## src/rtl/tft_frame_sequencer.sv

```systemverilog
// tft_frame_sequencer: panel reset, controller init, address window and a
// single-colour full-screen fill, handed to the SPI serializer item by item.
module tft_frame_sequencer #(
  parameter int WIDTH        = 128,
  parameter int HEIGHT       = 160,
  parameter int RST_CYCLES   = 1000,
  parameter int DELAY_CYCLES = 12000000
) (
  input  logic        MasterCLK,
  input  logic        MasterRST_n,
  input  logic [15:0] color,
  output logic        out_valid,
  input  logic        out_ready,
  output logic [15:0] out_data,
  output logic        out_rs,
  output logic        out_wide,
  output logic        tft_rst,
  output logic        busy
);

  localparam int RCW = (RST_CYCLES > 1) ? $clog2(RST_CYCLES) : 1;
  localparam int DCW = (DELAY_CYCLES > 1) ? $clog2(DELAY_CYCLES) : 1;

  localparam logic [RCW-1:0] RST_LAST = RCW'(RST_CYCLES - 1);
  localparam logic [DCW-1:0] DLY_LAST = DCW'(DELAY_CYCLES - 1);
  localparam logic [15:0]    PIX_LAST = 16'(WIDTH * HEIGHT - 1);
  localparam logic [7:0]     COL_LAST = 8'(WIDTH - 1);
  localparam logic [7:0]     ROW_LAST = 8'(HEIGHT - 1);
  localparam logic [3:0]     WIN_END  = 4'd11;

  typedef enum logic [2:0] {
    S_RST_LOW,
    S_RST_WAIT,
    S_INIT,
    S_LATCH,
    S_WIN,
    S_FILL,
    S_IDLE
  } state_t;

  typedef enum logic [1:0] {
    K_CMD,
    K_DAT,
    K_DLY,
    K_END
  } kind_t;

  function automatic logic [9:0] init_rom(input logic [2:0] a);
    logic [9:0] r;
    case (a)
      3'd0:    r = {K_CMD, 8'h01};
      3'd1:    r = {K_DLY, 8'h00};
      3'd2:    r = {K_CMD, 8'h11};
      3'd3:    r = {K_DLY, 8'h00};
      3'd4:    r = {K_CMD, 8'h3A};
      3'd5:    r = {K_DAT, 8'h05};
      3'd6:    r = {K_CMD, 8'h29};
      default: r = {K_END, 8'h00};
    endcase
    return r;
  endfunction

  // {rs, byte}; column then row window, then memory write
  function automatic logic [8:0] win_rom(input logic [3:0] a);
    logic [8:0] r;
    case (a)
      4'd0:    r = {1'b0, 8'h2A};
      4'd4:    r = {1'b1, COL_LAST};
      4'd5:    r = {1'b0, 8'h2B};
      4'd9:    r = {1'b1, ROW_LAST};
      4'd10:   r = {1'b0, 8'h2C};
      default: r = {1'b1, 8'h00};
    endcase
    return r;
  endfunction

  logic [1:0] rsync_q;
  logic       rst_n;

  always_ff @(posedge MasterCLK or negedge MasterRST_n) begin
    if (!MasterRST_n) rsync_q <= 2'b00;
    else              rsync_q <= {rsync_q[0], 1'b1};
  end

  assign rst_n = rsync_q[1];

  logic [15:0]    csync1_q, csync2_q;
  state_t         state_q, state_d;
  logic [RCW-1:0] rcnt_q, rcnt_d;
  logic [DCW-1:0] dcnt_q, dcnt_d;
  logic [3:0]     idx_q, idx_d;
  logic [15:0]    pix_q, pix_d;
  logic [15:0]    frame_q, frame_d;
  logic           valid_q, valid_d;
  logic [15:0]    data_q, data_d;
  logic           rs_q, rs_d;
  logic           wide_q, wide_d;
  logic           trst_q, trst_d;

  logic [9:0] irom;
  logic [8:0] wrom;
  kind_t      ikind;
  logic       xfer;
  logic       free;

  assign irom  = init_rom(idx_q[2:0]);
  assign wrom  = win_rom(idx_q);
  assign ikind = kind_t'(irom[9:8]);
  assign xfer  = valid_q & out_ready;
  assign free  = ~valid_q | xfer;

  always_comb begin
    state_d = state_q;
    rcnt_d  = rcnt_q;
    dcnt_d  = dcnt_q;
    idx_d   = idx_q;
    pix_d   = pix_q;
    frame_d = frame_q;
    valid_d = valid_q & ~xfer;
    data_d  = data_q;
    rs_d    = rs_q;
    wide_d  = wide_q;
    trst_d  = trst_q;
    case (state_q)
      S_RST_LOW: begin
        trst_d = 1'b0;
        if (rcnt_q == RST_LAST) begin
          state_d = S_RST_WAIT;
          rcnt_d  = '0;
          dcnt_d  = '0;
          trst_d  = 1'b1;
        end else begin
          rcnt_d = rcnt_q + 1'b1;
        end
      end
      S_RST_WAIT: begin
        if (dcnt_q == DLY_LAST) begin
          state_d = S_INIT;
          dcnt_d  = '0;
          idx_d   = '0;
        end else begin
          dcnt_d = dcnt_q + 1'b1;
        end
      end
      S_INIT: begin
        // delay entries only start once the preceding command has left
        if (free) begin
          case (ikind)
            K_CMD, K_DAT: begin
              valid_d = 1'b1;
              data_d  = {8'h00, irom[7:0]};
              rs_d    = (ikind == K_DAT);
              wide_d  = 1'b0;
              idx_d   = idx_q + 4'd1;
            end
            K_DLY: begin
              if (dcnt_q == DLY_LAST) begin
                dcnt_d = '0;
                idx_d  = idx_q + 4'd1;
              end else begin
                dcnt_d = dcnt_q + 1'b1;
              end
            end
            default: state_d = S_LATCH;
          endcase
        end
      end
      S_LATCH: begin
        frame_d = csync2_q;
        idx_d   = '0;
        state_d = S_WIN;
      end
      S_WIN: begin
        if (free) begin
          valid_d = 1'b1;
          if (idx_q == WIN_END) begin
            data_d  = frame_q;
            rs_d    = 1'b1;
            wide_d  = 1'b1;
            pix_d   = '0;
            state_d = S_FILL;
          end else begin
            data_d = {8'h00, wrom[7:0]};
            rs_d   = wrom[8];
            wide_d = 1'b0;
            idx_d  = idx_q + 4'd1;
          end
        end
      end
      S_FILL: begin
        // payload stays put; each transfer just re-arms valid
        if (xfer) begin
          if (pix_q == PIX_LAST) begin
            state_d = S_IDLE;
          end else begin
            pix_d   = pix_q + 16'd1;
            valid_d = 1'b1;
          end
        end
      end
      S_IDLE: begin
        if (csync2_q != frame_q) state_d = S_LATCH;
      end
      default: state_d = S_RST_LOW;
    endcase
  end

  always_ff @(posedge MasterCLK or negedge rst_n) begin
    if (!rst_n) begin
      csync1_q <= '0;
      csync2_q <= '0;
      state_q  <= S_RST_LOW;
      rcnt_q   <= '0;
      dcnt_q   <= '0;
      idx_q    <= '0;
      pix_q    <= '0;
      frame_q  <= '0;
      valid_q  <= 1'b0;
      data_q   <= '0;
      rs_q     <= 1'b0;
      wide_q   <= 1'b0;
      trst_q   <= 1'b0;
    end else begin
      csync1_q <= color;
      csync2_q <= csync1_q;
      state_q  <= state_d;
      rcnt_q   <= rcnt_d;
      dcnt_q   <= dcnt_d;
      idx_q    <= idx_d;
      pix_q    <= pix_d;
      frame_q  <= frame_d;
      valid_q  <= valid_d;
      data_q   <= data_d;
      rs_q     <= rs_d;
      wide_q   <= wide_d;
      trst_q   <= trst_d;
    end
  end

  assign out_valid = valid_q;
  assign out_data  = data_q;
  assign out_rs    = rs_q;
  assign out_wide  = wide_q;
  assign tft_rst   = trst_q;
  assign busy      = (state_q != S_IDLE);

endmodule

```

## config.mk

```make
export PLATFORM = sky130hd
export DESIGN_NAME = tft_frame_sequencer
export DESIGN_NICKNAME = d
export VERILOG_FILES = /design/src/rtl/tft_frame_sequencer.sv
export SDC_FILE = /design/constraint.sdc
export NUM_CORES = 1
export LEC_CHECK = 0
export CAP_MARGIN = 5
export CORE_MARGIN = 1
export CORE_UTILIZATION = 35
export CTS_CLUSTER_SIZE = 8
export DETAILED_ROUTE_END_ITERATION = 6
export SETUP_SLACK_MARGIN = 0.3
export SLEW_MARGIN = 40
export SYNTH_ARGS = -nofsm -noshare
export SYNTH_HDL_FRONTEND = slang
export SYNTH_SLANG_ARGS = --single-unit
```

## constraint.sdc

```tcl
create_clock -name MasterCLK -period 6.1 [get_ports MasterCLK]
set_input_delay 0.915 -clock MasterCLK [delete_from_list [all_inputs] [get_ports MasterCLK]]
set_output_delay 0.915 -clock MasterCLK [all_outputs]
set_load 0.05 [all_outputs]
```

==> results of run 1 <==
-- state kept, by name (all words and copies together) (netlist names) --
signal and flops:
dcnt_q 24, csync1_q 16, csync2_q 16, frame_q 16, out_data 16, pix_q 16
rcnt_q 10, idx_q 4, state_q 3, rsync_q 2, out_rs 1, out_valid 1
out_wide 1, tft_rst 1
-- per-layer routing --
layer,wire length (um),vias to the layer above
met5,0,-
met4,225,0
met3,762,29
met2,6490,155
met1,6150,2366
li1,-,2244
-- Yosys cell counts (all sizes together) (10+ instances only) --
cell type / count / area, um2
nand2b: 13 / 88.8
nand3: 25 / 125
clkbuf: 19 / 71.3
a22o: 10 / 87.6
nand4: 15 / 93.8
xor2: 20 / 175
a2111oi: 10 / 133
nor2: 36 / 135
a21oi: 32 / 160
mux2: 18 / 203
o21ai: 22 / 110
inv: 17 / 63.8
nand2: 57 / 214
and4: 10 / 87.6
o31ai: 14 / 105
buf: 11 / 60.1
xnor2: 14 / 123
dfrtp: 127 / 3180
-- how the worst max path moves through the flow --
stage / end / slack (ns) / depth (start not counted)
after floorplan: csync1_q[0]$_DFF_PN0_ / 2.30 / 0
after global placement: dcnt_q[5]$_DFFE_PN0P_ / 2.82 / 6
after detailed placement: dcnt_q[5]$_DFFE_PN0P_ / 2.70 / 6
after CTS: busy / 2.90 / 3
after global routing: busy / 2.78 / 3
final: busy / 2.93 / 3
-- critical path, delay by kind of cell (launching register included) --
family        cells  cell delay (ns)
buf+inv           1             0.74
simple gates      2             0.37
flops             1             0.73
-- cells by family after synthesis --
| logic type | synth area share |
|---|---|
| flip-flops | 0.514 |
| buffers and inverters | 0.0316 |
| XOR/XNOR | 0.0482 |
| AND/OR/NAND/NOR | 0.197 |
| adder cells (fa/ha/maj) | 0.0142 |
| multiplexers | 0.0393 |
| AO/OA/AOI/OAI | 0.155 |
| other | 0.000607 |
-- power breakdown --
group | switching (W) | internal [W] | leakage, nW
clock | 0.000391 | 0.000537 | 0.263
combinational | 0.0000172 | 0.0000145 | 1.23
sequential | 0.00000768 | 0.000854 | 1.63
total | 0.000416 | 0.00141 | 3.12
-- area by class of cell --
| cell class | count | area (um2) |
|---|---|---|
| Timing Repair Buffer | 42 | 429 |
| Inverter | 17 | 63.8 |
| Tap cell | 225 | 282 |
| Multi-Input combinational cell | 419 | 2820 |
| Clock buffer | 19 | 443 |
| Sequential cell | 127 | 3180 |
| Clock inverter | 13 | 105 |
| Fill cell | 1645 | 9970 |
-- cells in the final DEF, fill, tap and decap left out, types with 15 or more instances in the layout --
cell / netlist / layout
xor2_1: 20 / 20
inv_1: 16 / 16
dfrtp_1: 127 / 126
nand3_1: 25 / 25
nor2_1: 36 / 36
nand2_1: 57 / 57
clkbuf_16: 0 / 17
clkdlybuf4s50_1: 0 / 39
nand4_1: 15 / 15
a21oi_1: 32 / 32
-- per-stage QoR --
| stage | power [W] | area [um2] | utilization | std cells | hold slack, ns |
|---|---|---|---|---|---|
| floorplan | 0.000889 | 6180 | - | 593 | 0.331 |
| global placement | 0.000907 | 6740 | 0.390 | 829 | 0.333 |
| detailed placement | 0.000909 | 6760 | 0.391 | 829 | 0.335 |
| CTS | 0.00185 | 7300 | 0.422 | 861 | 0.348 |
| global route | 0.00189 | 7330 | 0.424 | 862 | 0.235 |
| finish | 0.00182 | 7330 | 0.424 | 862 | 0.203 |
==> results.sh, run 1 <==
export IMPL_worst_setup_path_end_kind="primary output"
export IMPL_core_um2=17300
export IMPL_status="completed"
export IMPL_period_share=0.520
export IMPL_num_antenna_cells=0
export IMPL_cts_root_buffer="clkbuf_16"
export IMPL_overflow=0
export IMPL_final_nets=650
export IMPL_vias=4794
export IMPL_p_leak_nw=3.12
export IMPL_pwr_density_cell_nw_per_um2=249
export IMPL_worst_r2r_setup_slack_ns=3.27
export IMPL_rows=48
export IMPL_numClockSinks=127
export IMPL_syn_num_nets=619
export IMPL_fmax_mhz=315
export IMPL_ys_seq_elements=127
export IMPL_postCtsResizedCells=0
export IMPL_pre_cts_ws_ns=2.70
export IMPL_avgViaCountPerCell=5.56
export IMPL_use_met1=0.212
export IMPL_cts_made_buffers=17
export IMPL_port_buffers=39
export IMPL_grt_pass1_vias=4806
export IMPL_cts_hold_buf=0
export IMPL_synth_cell_types=66
export IMPL_critPathSlowestCell="clkdlybuf4s50_1"
export IMPL_setup_slack_ns=2.93
export IMPL_syn_avg_cell_area_um2=10.4
export IMPL_vdd_ir_drop_max_mv=0.191
export IMPL_path_class="reg -> out"
export IMPL_busiest_layer="met2"
export IMPL_die_area_um2=18200
export IMPL_grt_antenna_before_repair=0
export IMPL_tns_ns=0
export IMPL_place_congestion=0.916
export IMPL_hp_class="reg -> async"
export IMPL_maxSlewViolCount=0
export IMPL_wl_per_cell_um=15.8
export IMPL_use_met3=0.0443
export IMPL_io_pins=40
export IMPL_syn_inst=593
export IMPL_async_reset_ff_frac=1.00
export IMPL_finalSetupViolations=0
export IMPL_r2r_cells=6
export IMPL_syn_area_um2=6180
export IMPL_start_util=0.357
export IMPL_final_layout_size_suffix_gt1_frac=0.0911
export IMPL_tightest_slew_ns=0.771
export IMPL_yosysWarnings=0
export IMPL_clk_path_buf_depth=2
export IMPL_routed_wl_um=13600
export IMPL_syn_to_final_growth_pct=18.5
export IMPL_cts_max_level=4
export IMPL_grt_usage=0.161
export IMPL_firstDrtPassIters=5
export IMPL_critPathLaunchType="flop"
export IMPL_grt_use_met2=0.254
export IMPL_crit_path_cell_trace="nor2b_1 > nand2_1 > clkdlybuf4s50_1"
export IMPL_synth_seq_area_share=0.514
export IMPL_drc_errors=0
export IMPL_crit_fanout=18
export IMPL_cpPeakStageDelay_ns=0.74
export IMPL_startpoint="state_q[1]$_DFFE_PN0P_"
export IMPL_fin_crit_ns=3.17
export IMPL_grt_max_degree=67
export IMPL_drt_first_iter_violations=420
export IMPL_clk_latency_ns=0.42
export IMPL_synth_edff_count=0
export IMPL_rsz0062_at_grt="no"
export IMPL_hold_viol_final=0
export IMPL_r2r_end="out_data[4]$_DFFE_PN0P_"
export IMPL_drtAntennaViolNets=0
export IMPL_required_ns=5.18
export IMPL_relSlewSlack=0.486
export IMPL_clk_pin_slew_worst_paths_ns=0.06
export IMPL_dieHeight_um=135
export IMPL_synth_ff_type="dfrtp_1"
export IMPL_grt_pass1_wl_um=23200
export IMPL_clock_skew_ns=0.00644
export IMPL_hpwlAfterDp_um=9220
export IMPL_cts_tree="done"
export IMPL_regToRegStartpoint="idx_q[0]$_DFFE_PN0P_"
export IMPL_maxCapViolCount=0
export IMPL_fp_dieW_um=135
export IMPL_cts_setup_buffers=0
export IMPL_crit_arrival_ns=2.26
Note: power is estimated with default switching activity, not from simulation.
==> run 2, diff against run 1 <==
==> constraint.sdc (replaced) <==
create_clock -name MasterCLK -period 2.8 [get_ports MasterCLK]
set_input_delay 0.42 -clock MasterCLK [delete_from_list [all_inputs] [get_ports MasterCLK]]
set_output_delay 0.42 -clock MasterCLK [all_outputs]
set_load 0.05 [all_outputs]
==> run 2 against run 1 <==
Compared with the run above:
- clock skew grew 0.0024 ns
- register-to-register slack got worse by 2.8 ns
- clock-buffer cell count fell by 2
==> results.sh, run 2 (same netlist as run 1, synthesis figures left out) <==
export IMPL_port_buffers=39
export IMPL_path_depth=3
export IMPL_avgViaCountPerCell=5.42
export IMPL_fin_cells=882
export IMPL_maxSlewViolCount=0
export IMPL_num_antenna_cells=0
export IMPL_crit_arrival_ns=1.93
export IMPL_final_area_um2=7500
export IMPL_r2r_end="out_data[4]$_DFFE_PN0P_"
export IMPL_cts_setup_buffers=0
export IMPL_routed_wl_um=14100
export IMPL_fin_crit_ns=2.35
export IMPL_required_ns=2.38
export IMPL_grt_max_degree=48
export IMPL_cts_hold_buf=0
export IMPL_cts_max_level=4
export IMPL_worst_setup_path_end_kind="primary output"
export IMPL_io_pins=40
export IMPL_place_congestion=0.904
export IMPL_startpoint="state_q[1]$_DFFE_PN0P_"
export IMPL_final_layout_size_suffix_gt1_frac=0.123
export IMPL_path_buf_inv=1
export IMPL_pwr_density_cell_nw_per_um2=547
export IMPL_r2r_cells=6
export IMPL_regToRegStartpoint="idx_q[1]$_DFFE_PN0P_"
export IMPL_wl_per_cell_um=15.9
export IMPL_critPathLaunchType="flop"
export IMPL_rsz0062_at_grt="no"
export IMPL_cts_root_buffer="clkbuf_16"
export IMPL_final_nets=670
export IMPL_largest_reg_flops=24
export IMPL_final_common_cell="dfrtp_1"
export IMPL_fp_dieW_um=135
export IMPL_vdd_ir_drop_max_mv=0.397
export IMPL_vias=4780
export IMPL_hp_class="in -> async"
export IMPL_setup_slack_ns=0.451
export IMPL_start_util=0.357
export IMPL_clock_skew_ns=0.00883
export IMPL_path_class="reg -> out"
export IMPL_critPathTopFamily="flip-flops"
export IMPL_clk_latency_ns=0.42
export IMPL_drc_errors=0
export IMPL_crit_fanout=18
export IMPL_status="completed"
export IMPL_syn_to_final_growth_pct=21.4
export IMPL_numClockSinks=127
export IMPL_hold_viol_final=0
export IMPL_grt_usage=0.164
export IMPL_worst_r2r_setup_slack_ns=0.48
export IMPL_die_area_um2=18200
export IMPL_fmax_mhz=426
export IMPL_clk_path_buf_depth=2
export IMPL_rows=48
export IMPL_cts_tree="done"
export IMPL_tns_ns=0
export IMPL_crit_end="busy"
export IMPL_power_w=0.00411
export IMPL_core_um2=17300
export IMPL_grt_pass1_wl_um=23500
export IMPL_clk_pin_slew_worst_paths_ns=0.06
export IMPL_cpPeakStageDelay_ns=0.73
export IMPL_grt_antenna_before_repair=0
export IMPL_dieHeight_um=135
export IMPL_fill_cells=1644
export IMPL_grt_pass1_vias=4641
export IMPL_largest_register="dcnt_q"
export IMPL_tightest_slew_ns=0.741
export IMPL_overflow=0
export IMPL_maxCapViolCount=0
export IMPL_crit_path_cell_trace="nor2b_1 > nand2_1 > dlygate4sd2_1"
export IMPL_hpwlAfterDp_um=9740
export IMPL_post_place_cells=850
export IMPL_pre_cts_ws_ns=0.377
export IMPL_firstDrtPassIters=5
export IMPL_placed_area_um2=6910
export IMPL_drtAntennaViolNets=0
export IMPL_critPathSlowestCell="dfrtp_1"
export IMPL_period_share=0.839
export IMPL_relSlewSlack=0.505
export IMPL_finalSetupViolations=0
export IMPL_final_cell_mix="dfrtp_1 (125), nand2_1 (57), clkdlybuf4s50_1 (38), nor2_1 (36), a21oi_1 (32)"
export IMPL_cts_made_buffers=17
export IMPL_p_leak_nw=3.24
export IMPL_drt_first_iter_violations=342
## run 2: cell count changes in the layout (fill, tap and decap cells not counted), moves of 2 or more
cell / before / now
inv_6: 4 / 6
clkinv_4: 3 / 0
inv_8: 1 / 5
clkinv_8: 0 / 2
clkinv_2: 2 / 0
buf_4: 1 / 22
## run 2: routing by layer
layer	track usage	part of all wire	vias up	wire [um]
li1	-	-	2274	-
met1	0.220	0.46	2344	6500
met2	0.252	0.47	138	6580
met3	0.0462	0.052	24	732
met4	0.0593	0.017	0	239
met5	0	0	-	0
## run 2: cell type report
class                   instances  area, um2  area share
clock inverters                15        156      0.0208
flip-flops and latches        127       3180       0.424
clock buffers                  17        425      0.0567
multi-input cells             419       2820       0.376
repair buffers                 62        574      0.0766
well taps                     225        282      0.0375
inverters                      17       63.8     0.00851
## run 2: per-stage QoR
step | utilization | hold slack, ns
2_1_floorplan | - | 0.124
3_3_place_gp | 0.400 | 0.332
3_5_place_dp | 0.400 | 0.335
4_1_cts | 0.433 | 0.138
5_1_grt | 0.434 | 0.149
6_report | 0.434 | 0.155
## run 2: what timing repair did
action,4_1_cts,5_1_grt
gates cloned,0,0
hold endpoints to repair,0,0
setup endpoints to repair,1,18
resized for setup,1,3
## run 2: power breakdown
group          switching (W)  internal, W  leakage, nW  total (W)
clock network       0.000969      0.00119        0.281    0.00216
registers          0.0000235      0.00186         1.63    0.00188
logic              0.0000310    0.0000319         1.32  0.0000629
## run 2: worst min-delay path by stage
| stage | startpoint | endpoint | slack, ns |
|---|---|---|---|
| 5_1_grt | MasterRST_n | rsync_q[1]$_DFF_PN0_ | 0.15 |
| 3_3_place_gp | csync1_q[13]$_DFF_PN0_ | csync2_q[13]$_DFF_PN0_ | 0.33 |
| 3_5_place_dp | csync1_q[14]$_DFF_PN0_ | csync2_q[14]$_DFF_PN0_ | 0.33 |
| 2_1_floorplan | MasterRST_n | rsync_q[0]$_DFF_PN0_ | 0.12 |
| 4_1_cts | MasterRST_n | rsync_q[1]$_DFF_PN0_ | 0.14 |
| 6_report | MasterRST_n | rsync_q[0]$_DFF_PN0_ | 0.16 |
